--- src/rtl/mips_mc_controller_ext_if.sv ---
// Control bundle between the multicycle MIPS controller and its datapath.
// The controller side drives every mux select and write enable.
interface mips_mc_controller_ext_if #(
  parameter int ALUCTL_W = 3
);
  logic [5:0]          opcode;
  logic [5:0]          funct;
  logic                zero;
  logic                iord;
  logic                memwrite;
  logic                irwrite;
  logic                regdst;
  logic                memtoreg;
  logic                regwrite;
  logic                alusrca;
  logic [1:0]          alusrcb;
  logic                extop;
  logic [ALUCTL_W-1:0] alucontrol;
  logic [1:0]          pcsrc;
  logic                pcwrite;
  logic                branch;
  logic                pcen;
  logic                illegal;
  logic [3:0]          state_o;

  modport master (
    input  opcode, funct, zero,
    output iord, memwrite, irwrite, regdst,
    output memtoreg, regwrite, alusrca, alusrcb,
    output extop, alucontrol, pcsrc, pcwrite,
    output branch, pcen, illegal, state_o
  );

  modport slave (
    output opcode, funct, zero,
    input  iord, memwrite, irwrite, regdst,
    input  memtoreg, regwrite, alusrca, alusrcb,
    input  extop, alucontrol, pcsrc, pcwrite,
    input  branch, pcen, illegal, state_o
  );
endinterface

--- src/rtl/mips_mc_controller_ext.sv ---
// Multicycle MIPS control unit: Moore FSM plus ALU decoder, with
// bne/addi/andi/ori/slti/j support and illegal-instruction detection.
module mips_mc_controller_ext #(
  parameter int ALUCTL_W     = 3,
  parameter int EN_BNE       = 1,
  parameter int EN_IMM_LOGIC = 1,
  parameter int EN_JUMP      = 1
) (
  input logic clk,
  input logic rst,
  mips_mc_controller_ext_if.master bus
);

  typedef enum logic [3:0] {
    S_FETCH   = 4'd0,
    S_DECODE  = 4'd1,
    S_MEMADR  = 4'd2,
    S_MEMRD   = 4'd3,
    S_MEMWB   = 4'd4,
    S_MEMWR   = 4'd5,
    S_EXECUTE = 4'd6,
    S_ALUWB   = 4'd7,
    S_BRANCH  = 4'd8,
    S_IMMEX   = 4'd9,
    S_IMMWB   = 4'd10,
    S_JUMP    = 4'd11
  } state_t;

  localparam logic [5:0] OP_R    = 6'b000000;
  localparam logic [5:0] OP_LW   = 6'b100011;
  localparam logic [5:0] OP_SW   = 6'b101011;
  localparam logic [5:0] OP_BEQ  = 6'b000100;
  localparam logic [5:0] OP_BNE  = 6'b000101;
  localparam logic [5:0] OP_ADDI = 6'b001000;
  localparam logic [5:0] OP_ANDI = 6'b001100;
  localparam logic [5:0] OP_ORI  = 6'b001101;
  localparam logic [5:0] OP_SLTI = 6'b001010;
  localparam logic [5:0] OP_J    = 6'b000010;

  localparam logic [2:0] A_ADD = 3'b010;
  localparam logic [2:0] A_SUB = 3'b110;
  localparam logic [2:0] A_AND = 3'b000;
  localparam logic [2:0] A_OR  = 3'b001;
  localparam logic [2:0] A_SLT = 3'b111;

  state_t     state;
  state_t     st;
  logic       is_mem, is_r, is_br, is_imm;
  logic       is_jmp, is_bne, is_logic, op_ok;
  logic       r_ok, i_ext;
  logic [2:0] r_alu, i_alu, alu;

  always_comb begin
    is_bne   = bus.opcode == OP_BNE;
    is_logic = (bus.opcode == OP_ANDI) ||
               (bus.opcode == OP_ORI)  ||
               (bus.opcode == OP_SLTI);
    is_mem   = (bus.opcode == OP_LW) ||
               (bus.opcode == OP_SW);
    is_r     = bus.opcode == OP_R;
    is_br    = (bus.opcode == OP_BEQ) ||
               ((EN_BNE != 0) && is_bne);
    is_imm   = (bus.opcode == OP_ADDI) ||
               ((EN_IMM_LOGIC != 0) && is_logic);
    is_jmp   = (EN_JUMP != 0) && (bus.opcode == OP_J);
    op_ok    = is_mem | is_r | is_br | is_imm | is_jmp;
  end

  always_comb begin
    r_ok  = 1'b1;
    r_alu = A_ADD;
    case (bus.funct)
      6'b100000: r_alu = A_ADD;
      6'b100010: r_alu = A_SUB;
      6'b100100: r_alu = A_AND;
      6'b100101: r_alu = A_OR;
      6'b101010: r_alu = A_SLT;
      default:   r_ok  = 1'b0;
    endcase
  end

  // Logical immediates zero-extend; addi and slti sign-extend.
  always_comb begin
    i_alu = A_ADD;
    i_ext = 1'b0;
    unique case (1'b1)
      bus.opcode == OP_ANDI: begin
        i_alu = A_AND;
        i_ext = 1'b1;
      end
      bus.opcode == OP_ORI: begin
        i_alu = A_OR;
        i_ext = 1'b1;
      end
      bus.opcode == OP_SLTI: i_alu = A_SLT;
      default: i_alu = A_ADD;
    endcase
  end

  always_ff @(posedge clk) begin
    if (!rst) begin
      state <= S_FETCH;
    end else begin
      case (state)
        S_FETCH: state <= S_DECODE;
        S_DECODE: begin
          unique case (1'b1)
            is_mem:  state <= S_MEMADR;
            is_r:    state <= S_EXECUTE;
            is_br:   state <= S_BRANCH;
            is_imm:  state <= S_IMMEX;
            is_jmp:  state <= S_JUMP;
            default: state <= S_FETCH;
          endcase
        end
        S_MEMADR:
          state <= (bus.opcode == OP_SW) ? S_MEMWR : S_MEMRD;
        S_MEMRD:   state <= S_MEMWB;
        S_EXECUTE: state <= r_ok ? S_ALUWB : S_FETCH;
        S_IMMEX:   state <= S_IMMWB;
        default:   state <= S_FETCH;
      endcase
    end
  end

  // In reset the datapath sees FETCH selects with every write held off.
  always_comb begin
    st           = rst ? state : S_FETCH;
    alu          = A_ADD;
    bus.iord     = 1'b0;
    bus.memwrite = 1'b0;
    bus.irwrite  = 1'b0;
    bus.regdst   = 1'b0;
    bus.memtoreg = 1'b0;
    bus.regwrite = 1'b0;
    bus.alusrca  = 1'b0;
    bus.alusrcb  = 2'b00;
    bus.extop    = 1'b0;
    bus.pcsrc    = 2'b00;
    bus.pcwrite  = 1'b0;
    bus.branch   = 1'b0;
    bus.illegal  = 1'b0;
    case (st)
      S_FETCH: begin
        bus.alusrcb = 2'b01;
        bus.irwrite = 1'b1;
        bus.pcwrite = 1'b1;
      end
      S_DECODE: begin
        bus.alusrcb = 2'b11;
        bus.illegal = ~op_ok;
      end
      S_MEMADR: begin
        bus.alusrca = 1'b1;
        bus.alusrcb = 2'b10;
      end
      S_MEMRD: bus.iord = 1'b1;
      S_MEMWB: begin
        bus.memtoreg = 1'b1;
        bus.regwrite = 1'b1;
      end
      S_MEMWR: begin
        bus.iord     = 1'b1;
        bus.memwrite = 1'b1;
      end
      S_EXECUTE: begin
        bus.alusrca = 1'b1;
        alu         = r_alu;
        bus.illegal = ~r_ok;
      end
      S_ALUWB: begin
        bus.regdst   = 1'b1;
        bus.regwrite = 1'b1;
      end
      S_BRANCH: begin
        bus.alusrca = 1'b1;
        alu         = A_SUB;
        bus.pcsrc   = 2'b01;
        bus.branch  = 1'b1;
      end
      S_IMMEX: begin
        bus.alusrca = 1'b1;
        bus.alusrcb = 2'b10;
        alu         = i_alu;
        bus.extop   = i_ext;
      end
      S_IMMWB: bus.regwrite = 1'b1;
      S_JUMP: begin
        bus.pcsrc   = 2'b10;
        bus.pcwrite = 1'b1;
      end
      default: alu = A_ADD;
    endcase
    if (!rst) begin
      bus.irwrite = 1'b0;
      bus.pcwrite = 1'b0;
    end
  end

  assign bus.pcen = bus.pcwrite |
                    (bus.branch & (bus.zero ^ is_bne));
  assign bus.alucontrol = ALUCTL_W'(alu);
  assign bus.state_o    = state;

endmodule

--- src/flat_wrapper.sv ---
// flat-port wrapper written by rule: the top's interface ports become plain ports
module mips_mc_controller_ext_flat 
#(
  parameter int ALUCTL_W     = 3,
  parameter int EN_BNE       = 1,
  parameter int EN_IMM_LOGIC = 1,
  parameter int EN_JUMP      = 1
)
  (clk, rst, bus_opcode, bus_funct, bus_zero, bus_iord, bus_memwrite, bus_irwrite, bus_regdst, bus_memtoreg, bus_regwrite, bus_alusrca, bus_alusrcb, bus_extop, bus_alucontrol, bus_pcsrc, bus_pcwrite, bus_branch, bus_pcen, bus_illegal, bus_state_o);
  mips_mc_controller_ext_if #(.ALUCTL_W(ALUCTL_W)) bus_i ();
  input logic clk;
  input logic rst;
  input wire logic [$bits(bus_i.opcode)-1:0] bus_opcode;
  input wire logic [$bits(bus_i.funct)-1:0] bus_funct;
  input wire logic [$bits(bus_i.zero)-1:0] bus_zero;
  output wire logic [$bits(bus_i.iord)-1:0] bus_iord;
  output wire logic [$bits(bus_i.memwrite)-1:0] bus_memwrite;
  output wire logic [$bits(bus_i.irwrite)-1:0] bus_irwrite;
  output wire logic [$bits(bus_i.regdst)-1:0] bus_regdst;
  output wire logic [$bits(bus_i.memtoreg)-1:0] bus_memtoreg;
  output wire logic [$bits(bus_i.regwrite)-1:0] bus_regwrite;
  output wire logic [$bits(bus_i.alusrca)-1:0] bus_alusrca;
  output wire logic [$bits(bus_i.alusrcb)-1:0] bus_alusrcb;
  output wire logic [$bits(bus_i.extop)-1:0] bus_extop;
  output wire logic [$bits(bus_i.alucontrol)-1:0] bus_alucontrol;
  output wire logic [$bits(bus_i.pcsrc)-1:0] bus_pcsrc;
  output wire logic [$bits(bus_i.pcwrite)-1:0] bus_pcwrite;
  output wire logic [$bits(bus_i.branch)-1:0] bus_branch;
  output wire logic [$bits(bus_i.pcen)-1:0] bus_pcen;
  output wire logic [$bits(bus_i.illegal)-1:0] bus_illegal;
  output wire logic [$bits(bus_i.state_o)-1:0] bus_state_o;
  assign bus_i.opcode = bus_opcode;
  assign bus_i.funct = bus_funct;
  assign bus_i.zero = bus_zero;
  assign bus_iord = bus_i.iord;
  assign bus_memwrite = bus_i.memwrite;
  assign bus_irwrite = bus_i.irwrite;
  assign bus_regdst = bus_i.regdst;
  assign bus_memtoreg = bus_i.memtoreg;
  assign bus_regwrite = bus_i.regwrite;
  assign bus_alusrca = bus_i.alusrca;
  assign bus_alusrcb = bus_i.alusrcb;
  assign bus_extop = bus_i.extop;
  assign bus_alucontrol = bus_i.alucontrol;
  assign bus_pcsrc = bus_i.pcsrc;
  assign bus_pcwrite = bus_i.pcwrite;
  assign bus_branch = bus_i.branch;
  assign bus_pcen = bus_i.pcen;
  assign bus_illegal = bus_i.illegal;
  assign bus_state_o = bus_i.state_o;
  mips_mc_controller_ext #(.ALUCTL_W(ALUCTL_W), .EN_BNE(EN_BNE), .EN_IMM_LOGIC(EN_IMM_LOGIC), .EN_JUMP(EN_JUMP)) u_core (.clk(clk), .rst(rst), .bus(bus_i));
endmodule
--- config.mk ---
export PLATFORM = sky130hd
export DESIGN_NAME = mips_mc_controller_ext_flat
export DESIGN_NICKNAME = d
export VERILOG_FILES = /design/src/rtl/mips_mc_controller_ext_if.sv /design/src/rtl/mips_mc_controller_ext.sv /design/src/flat_wrapper.sv
export SDC_FILE = /design/constraint.sdc
export NUM_CORES = 1
export LEC_CHECK = 0
export BUFFER_PORTS_ARGS = -buffer_cell sky130_fd_sc_hd__buf_4
export CAP_MARGIN = 15
export CORE_MARGIN = 2
export CORE_UTILIZATION = 35
export CTS_BUF_LIST = sky130_fd_sc_hd__clkbuf_8 sky130_fd_sc_hd__clkbuf_16
export DETAILED_ROUTE_END_ITERATION = 12
export HOLD_SLACK_MARGIN = 0.1
export PLACE_DENSITY = 0.68
export SYNTH_ARGS = -nofsm -noshare
export SYNTH_HDL_FRONTEND = slang
export SYNTH_SLANG_ARGS = --single-unit
--- constraint.sdc ---
create_clock -name clk -period 3.6 [get_ports clk]
set_input_delay 0.72 -clock clk [delete_from_list [all_inputs] [get_ports clk]]
set_output_delay 0.72 -clock clk [all_outputs]
set_load 0.02 [all_outputs]
==> results.rst, run 1 <==
.. list-table::
   :header-rows: 1

   * - Metric
     - Value
   * - Fraction of final layout cells with drive strength greater than 1
     - 0.391
   * - Vias in the first global route
     - 758
   * - H-Tree Level Count
     - 1
   * - Count of synthesis-stage warnings from yosys
     - 0
   * - Worst path cell trace
     - nand2b_1, nor2_1, nand2_1, o22ai_1, buf_4
   * - Leading post-synthesis cells by cell area
     - dfxtp_1 (11%), nor2_1 (6.5%), nand3b_4 (5.3%)
   * - Post-route clock period utilization
     - 0.712
   * - Crit. End Element
     - primary output
   * - Clock network latency to the later pin of the worst-skew pair
     - roughly 0.21 ns
   * - Avg Vias per Cell
     - approximately 5.5
   * - Synthesized net count
     - 116
   * - Cell count of the worst hold path
     - 2
   * - Total die area
     - about 2500 um^2
   * - Post-synthesis instance total
     - 101
   * - Count of cells resized by post-cts repair
     - 0
   * - Final core utilization
     - 0.526
   * - Maximum clock rate
     - 0.390 GHz
   * - Most common cell after layout, fill and taps aside
     - buf_4
   * - Data required, critical path
     - 2.88 ns
   * - Count of flip-flops with a built-in enable after synthesis
     - 0
   * - Pin count of the biggest net entering global routing
     - 21
   * - Setup TNS after final layout
     - 0 ns
   * - Hold_sp
     - u_core.bus.state_o[3]
   * - Fraction of post-synthesis cell area in the top cell type by area
     - 0.106
   * - Worst Path Class, Setup
     - reg -> out
   * - Amount of wire on met2 after detailed routing
     - 1010 um
   * - Number of pins exceeding their max-slew limit in the final report
     - 0
   * - Length of routed wiring on met1
     - 1010 um
   * - Time the final worst path needs with I/O delays and setup
     - 2.56 ns
   * - Sequential cell area
     - 80.1 um^2
   * - DIE HEIGHT
     - around 50 um
   * - WL met3
     - 113 um
   * - Simple-gate portion of the synthesized area
     - 0.510
   * - Io pins
     - 38
   * - Post-synthesis share of cell area spent on xor and xnor gates
     - 0.0233
   * - FFs w/ async S/R, synth
     - 0
   * - Area share of fa/ha/maj cells after synthesis
     - 0
   * - Number of antenna repair diodes
     - 0
   * - Port Buffer Count
     - 37
   * - Critical path peak fanout
     - 17
   * - DRT Pass-1 Iters
     - 4
   * - Total grt overflow
     - 0
   * - CORE AREA
     - 2000 um^2
   * - Actual transition at the worst max-transition pin
     - between 0.7 and 0.8 ns
   * - Longest Clk Path Bufs
     - 2
   * - Worst Skew
     - between 0.004 and 0.005 ns
   * - Final ANT Viol Nets
     - 0
   * - Cts-stage hold buffer count
     - 0
   * - Routability-driven placement congestion ratio
     - 0.817
   * - Count of clock tree sinks
     - 4
   * - Stages on worst setup path
     - 5
   * - Cell Area, Placed
     - 1010 um^2
   * - Multiplexer share of the synthesized area
     - 0.0183
   * - Bufs and invs on worst path
     - 1
   * - Hold slack
     - 0.755 ns
   * - TritonCTS clock tree
     - built
   * - Share of the yosys chip area belonging to registers
     - 0.106
   * - Top library cells by usage in the layout, fill and taps aside
     - buf_4 (37), nor2_1 (13), nor3_1 (5), nand2b_1 (5), nand2_1 (5)
   * - Worst hold path class
     - reg -> reg
   * - Register-to-Register Setup Slack
     - 2.00 ns
   * - Static leakage
     - 0.449 nW
   * - Max-cap check violation count
     - 0
   * - Number of buffers inserted during clock tree synthesis
     - 3
   * - CP arrival
     - 1.84 ns
   * - Final-stage net count
     - 150
   * - Relative max-transition margin
     - 0.519
   * - Crit path launch type
     - register
   * - Relative area change from synthesis to final layout
     - 39.7%
   * - Distinct cells, synth
     - 48
   * - Starting utilization of the core area
     - 0.376
   * - Root Driver
     - clkbuf_8
   * - Synth Area per Inst
     - between 7 and 8 um^2
   * - Hold violation total from the final report
     - 0
   * - Average wire per standard cell
     - approximately 13 um
   * - Number of standard-cell rows in the floorplan
     - 16
   * - Total power density per cell area
     - 224 nW/um^2
   * - Library cell contributing the largest single delay on the critical path
     - dfxtp_1
   * - Number of violations reported at the end of detailed-routing iteration 0
     - 22
   * - Total global-route track usage
     - 0.173
   * - Reg2reg end
     - u_core.bus.state_o[1]
   * - Dominant combinational cell family by area after synthesis
     - simple AND/OR/NAND/NOR gates
   * - Post-CTS setup buffers
     - 0
   * - Worst stage delay on the critical path
     - roughly 0.70 ns
   * - HPWL Detailed
     - around 1700 um
   * - Count of cells along the worst register-to-register path
     - 4
   * - Main synth FF type
     - dfxtp_1
   * - Flip-flop count of the largest register, all copies and words added
     - 4
   * - DRC violations left
     - 0
   * - Fill cell total of the finished layout
     - 199
   * - Cell area after synthesis
     - 753 um^2
   * - Final instance area
     - 1050 um^2
   * - Flop and latch count out of synthesis
     - 4
   * - Number of setup violations in the final report
     - 0
   * - Setup repair after global routing missed its margin
     - no
   * - Die extent in x
     - slightly above 50 um
   * - Area fraction in compound gates after synthesis
     - 0.266
   * - Total Routed Length
     - about 2100 um
   * - Run status
     - finished clean
   * - Topmost layer with routed signal wires
     - met3
   * - Worst hold endpoint
     - u_core.bus.state_o[3]
   * - Peak VDD IR
     - 207 uV
   * - Placed instance count
     - 157
   * - Cell taking the most area after synthesis
     - dfxtp_1
   * - First-pass GRT wire length
     - 3500 um
   * - R2r startpoint
     - u_core.bus.state_o[1]
   * - Cell family with most CP delay
     - flip-flops
   * - Via total after detailed routing
     - 876
   * - Area of the multi-input gates
     - 616 um^2
   * - Clock slew seen by the registers of the worst setup and hold paths
     - around 0.030 ns
   * - Number of antenna violations at the first check in global routing
     - 0
   * - Non-filler cells, final
     - 160
==> synth_stat cells (2+ instances only) <==
cell	count
nand3_1	2
nand3b_4	2
or3_1	3
a211o_1	2
o22ai_1	2
nand2b_1	5
buf_2	4
a32oi_1	2
xnor2_1	2
a21oi_1	4
nor4_1	2
dfxtp_1	4
o21a_1	2
nor2b_1	3
nor2_1	13
o21ai_0	3
nand2_1	5
buf_6	2
a21oi_2	2
nor3_1	5
o21ai_1	3
nor3b_1	3
==> layer usage <==
metal  GRT usage  up-vias
li1            -      446
met1       0.238      406
met2       0.289       24
met3      0.0268        0
met4      0.0270        0
met5           0        -
==> cell type report <==
cell class,instances,area share
Timing Repair Buffer,37,0.264
Inverter,1,0.00357
Multi-Input combinational cell,88,0.585
Sequential cell,4,0.0761
Clock buffer,3,0.0392
Tap cell,27,0.0321
==> tightest hold or removal path, stage by stage (launching register included) <==
cell and delay, ns:
dfxtp_1 0.45, inv_2 0.17, a211oi_1 0.08
==> power by group <==
| group | internal [mW] | switching, mW | leakage [nW] |
|---|---|---|---|
| Sequential | 0.0466 | 0.00899 | 0.0326 |
| Combinational | 0.0407 | 0.0463 | 0.394 |
| Clock | 0.0711 | 0.0214 | 0.0216 |
| Total | 0.158 | 0.0768 | 0.449 |
==> per-stage QoR <==
| step | power, mW | setup WS, ns |
|---|---|---|
| final | 0.235 | 1.04 |
| after detailed placement | 0.143 | 1.09 |
| after global placement | 0.141 | 1.12 |
| after global routing | 0.253 | 0.881 |
| after floorplan | 0.108 | 1.01 |
| after CTS | 0.237 | 1.04 |
==> cell families after synthesis <==
group / count (synthesis)
and+or+nand+nor: 57
AOI/OAI and AO/OA: 28
buffers and inverters: 9
DFF: 4
xor gates and xnor gates: 2
muxes: 1
==> how the worst max path moves through the flow <==
| stage | from | endpoint |
|---|---|---|
| 2_1_floorplan | rst | bus_pcen |
| 3_3_place_gp | bus_opcode[5] | bus_illegal |
| 3_5_place_dp | bus_opcode[5] | bus_illegal |
| 4_1_cts | u_core.bus.state_o[1] | bus_alucontrol[2] |
| 5_1_grt | u_core.bus.state_o[1] | bus_alucontrol[0] |
| 6_report | u_core.bus.state_o[1] | bus_alucontrol[2] |
Power figures use the tool's default switching activity.
==> run 2: changes to the inputs <==
--- a/config.mk
+++ b/config.mk
@@ -5,6 +5,7 @@
 export SDC_FILE = /design/constraint.sdc
 export NUM_CORES = 1
 export LEC_CHECK = 0
+export ABC_AREA = 1
 export BUFFER_PORTS_ARGS = -buffer_cell sky130_fd_sc_hd__buf_4
 export CAP_MARGIN = 15
 export CORE_MARGIN = 2
@@ -12,7 +13,7 @@
 export CTS_BUF_LIST = sky130_fd_sc_hd__clkbuf_8 sky130_fd_sc_hd__clkbuf_16
 export DETAILED_ROUTE_END_ITERATION = 12
 export HOLD_SLACK_MARGIN = 0.1
-export PLACE_DENSITY = 0.68
+export PLACE_DENSITY = 0.71
 export SYNTH_ARGS = -nofsm -noshare
 export SYNTH_HDL_FRONTEND = slang
 export SYNTH_SLANG_ARGS = --single-unit
==> constraint.sdc (replaced) <==
create_clock -name clk -period 2.15 [get_ports clk]
set_input_delay 0.43 -clock clk [delete_from_list [all_inputs] [get_ports clk]]
set_output_delay 0.43 -clock clk [all_outputs]
set_load 0.02 [all_outputs]
==> results.rst, run 2 <==
.. list-table::
   :header-rows: 1

   * - Metric
     - Value
   * - Run status
     - finished clean
   * - Distinct cells, synth
     - 26
   * - Main synth FF type
     - dfxtp_1
   * - Crit. End Element
     - primary output
   * - Number of buffers inserted during clock tree synthesis
     - 3
   * - Final instance area
     - 1070 um^2
   * - Clock slew seen by the registers of the worst setup and hold paths
     - 0.03 ns
   * - Number of pins exceeding their max-slew limit in the final report
     - 0
   * - Critical path peak fanout
     - 7
   * - FFs w/ async S/R, synth
     - 0
   * - Static leakage
     - 0.611 nW
   * - Library cell contributing the largest single delay on the critical path
     - dfxtp_1
   * - Relative contribution of sequential cells to total power
     - 0.219
   * - Total power draw
     - roughly 0.38 mW
   * - Flop and latch count out of synthesis
     - 4
   * - First-pass GRT wire length
     - 3570 um
   * - Number of antenna violations at the first check in global routing
     - 0
   * - Time the final worst path needs with I/O delays and setup
     - 1.89 ns
   * - Die extent in x
     - 49.5 um
   * - Actual transition at the worst max-transition pin
     - 0.280 ns
   * - Clock network fraction of design power
     - 0.417
   * - Total grt overflow
     - 0
   * - Top cell types by occurrence after synthesis
     - nand2_1 (31), nor2_1 (23), inv_1 (21), nand3_1 (13), a21oi_1 (7)
   * - TritonCTS clock tree
     - built
   * - Fraction of final layout cells with drive strength greater than 1
     - 0.348
   * - Total die area
     - approximately 2500 um^2
   * - Post-synthesis instance total
     - 139
   * - Avg Vias per Cell
     - 4.73
   * - Maximum clock rate
     - between 0.5 and 0.6 GHz
   * - Count of clock tree sinks
     - 4
   * - DRC violations left
     - 0
   * - Synth Area per Inst
     - 5.22 um^2
   * - Average wire per standard cell
     - 10.3 um
   * - Starting utilization of the core area
     - 0.370
   * - Cts-stage hold buffer count
     - 0
   * - Worst path cell trace
     - inv_2, nand2_1, inv_1, nand2_2, inv_1, nand3b_1, nand4_1, buf_4
   * - Relative max-transition margin
     - 0.813
   * - Total power density per cell area
     - around 360 nW/um^2
   * - Critical path endpoint
     - bus_alucontrol[0]
   * - Clock network latency to the later pin of the worst-skew pair
     - 0.22 ns
   * - Number of setup violations in the final report
     - 0
   * - Psw
     - 0.131 mW
   * - Internal power
     - 0.252 mW
   * - CORE AREA
     - 1960 um^2
   * - Vias in the first global route
     - roughly 900
   * - Count of flip-flops with a built-in enable after synthesis
     - 0
   * - Number of standard-cell rows in the floorplan
     - 16
   * - Worst Skew
     - 0.00491 ns
   * - Worst stage delay on the critical path
     - 0.47 ns
   * - Reg2reg end
     - u_core.bus.state_o[1]
   * - R2r startpoint
     - u_core.bus.state_o[0]
   * - Most numerous cell in the Yosys netlist
     - nand2_1
   * - Non-filler cells, final
     - approximately 210
   * - Leading post-synthesis cells by cell area
     - nand2_1 (16%), nor2_1 (12%), dfxtp_1 (11%)
   * - Combinational cell fraction of total power
     - 0.364
   * - CP arrival
     - 1.46 ns
   * - Crit path launch type
     - register
   * - Worst Path Class, Setup
     - reg -> out
   * - Io pins
     - 38
   * - Total global-route track usage
     - 0.184
   * - Cell taking the most area after synthesis
     - nand2_1
   * - Via total after detailed routing
     - 970
   * - Peak VDD IR
     - around 340 uV
   * - Register-to-Register Setup Slack
     - 0.97 ns
   * - Max-cap check violation count
     - 0
   * - Worst hold path class
     - in -> reg
   * - Hold slack
     - 0.464 ns
   * - Number of violations reported at the end of detailed-routing iteration 0
     - 13
   * - Count of synthesis-stage warnings from yosys
     - 0
   * - Synthesized net count
     - 154
   * - HPWL Detailed
     - 1820 um
   * - Longest Clk Path Bufs
     - 2
   * - Placed instance count
     - roughly 200
   * - Count of cells along the worst register-to-register path
     - 7
   * - Cell Area, Placed
     - 1030 um^2
   * - Port Buffer Count
     - 37
   * - Share of the yosys chip area belonging to registers
     - 0.110
   * - Flip-flop count of the largest register, all copies and words added
     - 4
   * - Final-stage net count
     - 195
   * - Routability-driven placement congestion ratio
     - between 0.8 and 0.9
   * - Root Driver
     - clkbuf_8
   * - Top library cells by usage in the layout, fill and taps aside
     - buf_4 (37), nand2_1 (31), nor2_1 (23)
   * - Setup repair after global routing missed its margin
     - no
   * - First element of the critical path
     - u_core.bus.state_o[0]
   * - DRT Pass-1 Iters
     - 4
   * - Post-route clock period utilization
     - 0.877
   * - Cell area after synthesis
     - 726 um^2
   * - DIE HEIGHT
     - ~50 um
   * - Most common cell after layout, fill and taps aside
     - buf_4
   * - Total Routed Length
     - 2110 um
   * - Count of cells resized by post-cts repair
     - 0
   * - Fraction of post-synthesis cell area in the top cell type by area
     - 0.160
   * - Hold violation total from the final report
     - 0
   * - Final ANT Viol Nets
     - 0
   * - Setup TNS after final layout
     - 0 ns
   * - H-Tree Level Count
     - 1
   * - Switching Share
     - 0.341
   * - Number of antenna repair diodes
     - 0
   * - Relative area change from synthesis to final layout
     - 47.6%
   * - Cell with the most instances on the worst path
     - inv_1
   * - Data required, critical path
     - 1.72 ns
   * - Post-CTS setup buffers
     - 0
   * - Pin count of the biggest net entering global routing
     - 8
==> run 2: worst min-delay path by stage <==
| stage | cells after the start | slack [ns] | from | end |
|---|---|---|---|---|
| 4_1_cts | 3 | 0.46 | rst | u_core.bus.state_o[1] |
| 5_1_grt | 3 | 0.48 | rst | u_core.bus.state_o[1] |
| 3_3_place_gp | 3 | 0.67 | u_core.bus.state_o[1] | u_core.bus.state_o[0] |
| 3_5_place_dp | 3 | 0.66 | u_core.bus.state_o[1] | u_core.bus.state_o[0] |
| 6_report | 3 | 0.46 | rst | u_core.bus.state_o[1] |
| 2_1_floorplan | 2 | 0.53 | rst | u_core.bus.state_o[1] |
==> run 2: power by group through the flow <==
stage / logic [mW] / clock network (mW) / registers (mW)
2_1_floorplan: 0.0741 / 0 / 0.0878
3_3_place_gp: 0.137 / 0 / 0.0848
3_5_place_dp: 0.140 / 0 / 0.0848
4_1_cts: 0.140 / 0.163 / 0.0838
5_1_grt: 0.154 / 0.168 / 0.0844
6_report: 0.139 / 0.160 / 0.0839
==> run 2: metrics by stage <==
stage          worst slack, ns   util
6_report                 0.264  0.546
5_1_grt                  0.127  0.546
4_1_cts                  0.260  0.546
3_5_place_dp             0.365  0.525
3_3_place_gp             0.385  0.525
2_1_floorplan            0.285      -
==> run 2: layout make-up <==
type	instances	area, um^2
fillers	220	891
multi-input cells	105	527
clock buffers	3	41.3
repair buffers	37	278
well taps	27	33.8
flip-flops and latches	4	80.1
inverters	29	111
==> run 2: logic make-up after synthesis <==
logic type,share of synthesized area
buffers and inverters,0.164
and+or+nand+nor,0.622
AOI/OAI and AO/OA,0.103
DFF,0.110
==> run 2: worst max-delay path: cells and delay by family, from the launching register on <==
family / cells / cell delay, ns
AND/OR/NAND/NOR: 4 / 0.39
flip-flops: 1 / 0.47
buffers and inverters: 4 / 0.38
==> run 2: routing by layer <==
layer / wire length [um] / track usage / share of wire
met1: 952 / 0.231 / 0.45
met2: 1010 / 0.311 / 0.48
met3: 103 / 0.0212 / 0.049
met4: 36 / 0.0833 / 0.017
met5: 0 / 0 / 0
